$ cat src/rtl/vga_pixel_fetch_pkg.sv
// Shared constants for the VGA pixel fetch path: frame geometry, pixel format
// and fetch FSM encodings.
package vga_pixel_fetch_pkg;

   localparam int HDISPLAY      = 640;
   localparam int VDISPLAY      = 480;
   localparam int FB_PIXELS_DEF = HDISPLAY * VDISPLAY;
   localparam int FB_BASE_DEF   = 0;
   localparam int PIXEL_W       = 8;

   localparam logic [0:0] S_IDLE = 1'b0;
   localparam logic [0:0] S_REQ  = 1'b1;

endpackage

$ cat src/rtl/vga_pixel_fetch_pixel_fifo.sv
// Show-ahead synchronous FIFO used to buffer prefetched pixels.
// A flush empties it in one cycle and takes priority over push and pop.
module pixel_fifo #(
   parameter int WIDTH = 8,
   parameter int DEPTH = 16
) (
   input  logic                     clk,
   input  logic                     reset,
   input  logic                     push,
   input  logic                     pop,
   input  logic                     flush,
   input  logic [WIDTH-1:0]         din,
   output logic [WIDTH-1:0]         dout,
   output logic [$clog2(DEPTH):0]   count
);

   localparam int AW = $clog2(DEPTH);
   localparam int CW = AW + 1;

   logic [WIDTH-1:0] mem [DEPTH];
   logic [AW-1:0]    wr_ptr;
   logic [AW-1:0]    rd_ptr;
   logic             do_push;
   logic             do_pop;

   assign do_pop  = pop && (count != '0) && !flush;
   assign do_push = push && (count != CW'(DEPTH)) && !flush;
   assign dout    = mem[rd_ptr];

   always_ff @(posedge clk or posedge reset) begin
      if (reset) begin
         wr_ptr <= '0;
         rd_ptr <= '0;
         count  <= '0;
      end else if (flush) begin
         wr_ptr <= '0;
         rd_ptr <= '0;
         count  <= '0;
      end else begin
         if (do_push)
            wr_ptr <= wr_ptr + AW'(1);
         if (do_pop)
            rd_ptr <= rd_ptr + AW'(1);
         unique case ({do_push, do_pop})
            2'b10:   count <= count + CW'(1);
            2'b01:   count <= count - CW'(1);
            default: count <= count;
         endcase
      end
   end

   // Storage carries no reset; only the pointers and count define validity.
   always_ff @(posedge clk) begin
      if (do_push)
         mem[wr_ptr] <= din;
   end

endmodule

$ cat src/rtl/vga_pixel_fetch.sv
// Prefetches framebuffer pixels over a single-outstanding req/ack port and
// streams them out during active video, pausing the timing generator when dry.
module vga_pixel_fetch
   import vga_pixel_fetch_pkg::*;
#(
   parameter int ADDR_W     = 18,
   parameter int DATA_W     = PIXEL_W,
   parameter int FIFO_DEPTH = 16,
   parameter int FB_BASE    = FB_BASE_DEF,
   parameter int FB_PIXELS  = FB_PIXELS_DEF
) (
   input  logic              clk,
   input  logic              reset,
   input  logic              vs,
   input  logic              blank,
   output logic              hold,
   output logic              mem_req,
   output logic [ADDR_W-1:0] mem_addr,
   input  logic              mem_ack,
   input  logic [DATA_W-1:0] mem_rdata,
   output logic [DATA_W-1:0] rgb,
   output logic              underflow
);

   localparam int CW = $clog2(FIFO_DEPTH) + 1;
   localparam logic [ADDR_W-1:0] ADDR_FIRST = ADDR_W'(FB_BASE);
   localparam logic [ADDR_W-1:0] ADDR_LAST  = ADDR_W'(FB_BASE + FB_PIXELS - 1);

   logic [0:0]        state;
   logic              discard;
   logic              vs_d;
   logic [CW-1:0]     count;
   logic [CW-1:0]     occupancy;
   logic [DATA_W-1:0] head;
   logic              flush;
   logic              pop;
   logic              push;
   logic              issue;

   function automatic logic [ADDR_W-1:0] next_addr(input logic [ADDR_W-1:0] a);
      return (a == ADDR_LAST) ? ADDR_FIRST : a + ADDR_W'(1);
   endfunction

   assign flush     = vs_d && !vs;
   assign pop       = !blank && (count != '0);
   assign push      = (state == S_REQ) && mem_ack && !discard && !flush;
   // An outstanding request already owns a FIFO slot.
   assign occupancy = count + CW'(state == S_REQ);
   assign issue     = (state == S_IDLE) && (occupancy < CW'(FIFO_DEPTH)) && !flush;

   assign mem_req = (state == S_REQ);
   assign hold    = (count == '0);
   assign rgb     = blank ? '0 : head;

   always_ff @(posedge clk or posedge reset) begin
      if (reset) begin
         state     <= S_IDLE;
         mem_addr  <= ADDR_FIRST;
         discard   <= 1'b0;
         vs_d      <= 1'b1;
         underflow <= 1'b0;
      end else begin
         vs_d <= vs;
         if (!blank && (count == '0))
            underflow <= 1'b1;
         unique case (state)
            S_IDLE: begin
               if (flush)
                  mem_addr <= ADDR_FIRST;
               else if (issue)
                  state <= S_REQ;
            end
            S_REQ: begin
               if (mem_ack) begin
                  state   <= S_IDLE;
                  discard <= 1'b0;
                  // Address restart is deferred to the ack so mem_addr never
                  // moves under an outstanding request.
                  if (flush || discard)
                     mem_addr <= ADDR_FIRST;
                  else
                     mem_addr <= next_addr(mem_addr);
               end else if (flush) begin
                  discard <= 1'b1;
               end
            end
            default: state <= S_IDLE;
         endcase
      end
   end

   pixel_fifo #(
      .WIDTH (DATA_W),
      .DEPTH (FIFO_DEPTH)
   ) u_fifo (
      .clk   (clk),
      .reset (reset),
      .push  (push),
      .pop   (pop),
      .flush (flush),
      .din   (mem_rdata),
      .dout  (head),
      .count (count)
   );

endmodule

$ cat config.mk
export PLATFORM = sky130hd
export DESIGN_NAME = vga_pixel_fetch
export DESIGN_NICKNAME = d
export VERILOG_FILES = /design/src/rtl/vga_pixel_fetch_pkg.sv /design/src/rtl/vga_pixel_fetch_pixel_fifo.sv /design/src/rtl/vga_pixel_fetch.sv
export SDC_FILE = /design/constraint.sdc
export NUM_CORES = 1
export LEC_CHECK = 0
export CAP_MARGIN = 10
export CORE_MARGIN = 1
export CORE_UTILIZATION = 43
export DETAILED_ROUTE_END_ITERATION = 10
export PLACE_DENSITY_LB_ADDON = 0.12
export SLEW_MARGIN = 10
export SYNTH_ARGS = -nofsm -noshare
export SYNTH_HDL_FRONTEND = slang
export SYNTH_SLANG_ARGS = --single-unit
$ cat constraint.sdc
create_clock -name clk -period 4.47 [get_ports clk]
set_clock_uncertainty 0.1 [all_clocks]
set_input_delay 0.447 -clock clk [delete_from_list [all_inputs] [get_ports clk]]
set_output_delay 0.447 -clock clk [all_outputs]
set_load 0.05 [all_outputs]
==> impl_metrics.json <==
{
  "cpMostUsedCell": "mux4_2",
  "cp.required_ps": 3920,
  "rows": 46,
  "clock_sinks": 163,
  "setup_viol": 0,
  "relSlewSlack_pct": 45.7,
  "slew_viol_final": 0,
  "synth-edff-count": 128,
  "crit_path_cell_trace": "buf_4 -> mux4_2 -> mux4_2 -> nor2b_1 -> clkdlybuf4s50_1",
  "synth_area_per_cell_um2": 16.1,
  "vias": 4005,
  "grt_pass1_vias": 4008,
  "use_met1_pct": 28.9,
  "busiest_layer": "met2",
  "grt_overflow": 0,
  "min_period_ps": 3910,
  "synth.yosys.seq_area_share_pct": 67.1,
  "clock_path_buffers": 2,
  "hold_class": "input port to asynchronous set/reset pin",
  "start_kind": "flop",
  "powerDensity_nw_per_um2": 556,
  "core-area_um2": 15900,
  "clk_pin_slew_ps": 60,
  "ys_warn_count": 0,
  "cap_violations": 0,
  "register_area_um2": 4720,
  "initial_core_util_pct": 44.2,
  "cpPeakStageDelay_ps": 720,
  "finalCritPeriodShare_pct": 87.4,
  "place_ws_ps": 965,
  "use_met2_pct": 29.8,
  "cts_inserted_buffers": 17,
  "syn2layout_area_growth_pct": 18.4,
  "end_kind": "primary output",
  "cts_tree": "yes",
  "grtUsageMet3_pct": 3.94,
  "drtPass1Iterations": 5,
  "ctsResizeCount": 0,
  "cp_max_fo": 16,
  "ys_ff_latch": 163,
  "grt_max_degree": 36,
  "wl_mm": 15.2,
  "viasPerCell": 5.55,
  "drc": 0,
  "crit_path_top_delay_cell": "clkdlybuf4s50_1",
  "cp.arrival_ps": 3360,
  "final_util_pct": 52.3,
  "synth.distinct_cells": 52,
  "ant_nets": 0,
  "syn_inst": 437,
  "ir_worst_vdd_mv": 0.319,
  "hold_buffers": 0,
  "leakagePower_nw": 2.85,
  "first_iter_violations": 345,
  "gp_congestion": 0.776,
  "grt_pass1_wl_mm": 23.6,
  "place_hpwl_mm": 9.44,
  "synthArstFlopShare_pct": 21.5,
  "cts_setup_buffers": 0,
  "insertion_delay_ps": 430,
  "grt_usage_pct": 19.9,
  "ys_top_cells_by_area": "edfxtp_1, mux4_2, dfrtp_1",
  "multi_input_area_um2": 2160,
  "synth_top_area_share_pct": 54.6,
  "whs_ps": 330,
  "grt_setup_unrepaired": "no",
  "outcome": "complete, no violations",
  "cts_root_buffer": "clkbuf_16",
  "finalSetupTns_ps": 0,
  "dieWidth_um": 130,
  "drive_gt1_share_pct": 17.4,
  "worst_slack_ps": 564,
  "ios": 42,
  "finalHoldViolCount": 0,
  "h-tree-depth": 4,
  "portBuffers": 41,
  "worst_slew_pin_slew_ps": 812,
  "antenna_found_initial": 0,
  "syn-cell-area_um2": 7040,
  "path_class": "flop to primary output",
  "finish.net_count": 514,
  "synth_fp_nets": 458,
  "fp.dieH_um": 130,
  "n_fill_cell": 1331,
  "antenna_cells": 0,
  "fmax_mhz": 256,
  "synth_ff_type": "edfxtp_1",
  "routedWlPerCell_um": 21.0,
  "synth_area_leader_cell": "edfxtp_1",
  "die-area_um2": 16900
}
[layout make-up]
| class | instances | area share [%] |
|---|---|---|
| repair buffers | 57 | 6.52 |
| clock buffers | 29 | 6.52 |
| flip-flops and latches | 163 | 56.7 |
| well taps | 216 | 3.24 |
| clock inverters | 3 | 0.511 |
| multi-input cells | 241 | 26.0 |
| inverters | 13 | 0.586 |
[critical path: cells and delay by family (launching register included)]
family	cells	cell delay (ps)
flops	1	710
simple gates	1	140
buf+inv	2	1060
mux	2	1010
[report_power, final]
part	switching, W	internal, W	leakage (nW)
Sequential	0.000182	0.00173	1.61
Clock	0.000559	0.000878	0.282
Combinational	0.000654	0.000628	0.955
[worst paths after layout]
path / start / end / slack, ps / cells past startpoint
max in group asynchronous: reset / u_fifo.rd_ptr[0]$_DFFE_PP0P_ / 3580 / 3
min in group clk: underflow$_DFFE_PP0P_ / underflow$_DFFE_PP0P_ / 360 / 2
hold / removal: reset / mem_addr[0]$_DFFE_PP0P_ / 330 / 3
setup reg to reg: u_fifo.count[0]$_DFFE_PP0P_ / u_fifo.count[4]$_DFFE_PP0P_ / 1730 / 10
hold reg to reg: underflow$_DFFE_PP0P_ / underflow$_DFFE_PP0P_ / 360 / 2
setup / recovery: u_fifo.rd_ptr[0]$_DFFE_PP0P_ / rgb[7] / 560 / 5
[Yosys cell counts (6+ instances only)]
library cell and n:
edfxtp_1 128, mux4_2 40, dfrtp_1 34, nand2_1 25, nor2_1 23, o21ai_0 19, and2_1 13, inv_1 13
nand3_1 11, nor2b_1 10, nor3_1 10, a21oi_1 9, clkbuf_1 8, ha_1 8, a21o_1 7, xor2_1 6
[stage by stage]
step | area (um^2) | cells | power, W
finish | 8330 | 722 | 0.00463
global route | 8330 | 722 | 0.00485
CTS | 8330 | 722 | 0.00467
detailed placement | 7750 | 690 | 0.00324
global placement | 7750 | 690 | 0.00321
floorplan | 7040 | 437 | 0.00289
[logic make-up after synthesis]
| group | Yosys count | share of synthesized area [%] |
|---|---|---|
| simple gates | 121 | 9.12 |
| fa+ha+maj | 8 | 1.42 |
| buf+inv | 33 | 2.22 |
| mux | 41 | 12.9 |
| flops | 163 | 67.1 |
| compound gates | 60 | 5.88 |
| xor+xnor | 11 | 1.37 |
[layer usage]
metal  vias up  routed length [um]
met5         -                   0
met4         0                 259
met3        21                 635
met2       106                7240
met1      2059                7050
li1       1819                   -
[sequential cells by signal (all words and copies together) (netlist names)]
name	count
discard	1
u_fifo.wr_ptr	4
mem_addr	18
u_fifo.count	5
underflow	1
vs_d	1
mem_req	1
u_fifo.rd_ptr	4
u_fifo.mem	128
[placed cells by master, fill, tap and decap left out, types with 2 or more instances in the layout]
master and count:
nor2b_1 10, clkbuf_16 19, nor3_1 10, clkbuf_1 7
or3_1 4, clkdlybuf4s50_1 41, and3_1 5, a31oi_1 5
and4_1 2, mux4_2 40, and2_1 13, o31ai_1 3
nor4_1 3, edfxtp_1 128, clkbuf_8 3, buf_4 15
a22o_1 4, a2111o_1 2, nand4_1 5, ha_1 8
nand3_1 11, a21o_1 7, dfrtp_1 33, nand2_1 25
xor2_1 6, a21oi_1 9, nor3b_1 2, inv_1 13
xnor2_1 5, nor2_1 23, o21ai_0 19
(Power assumes the default switching activity.)
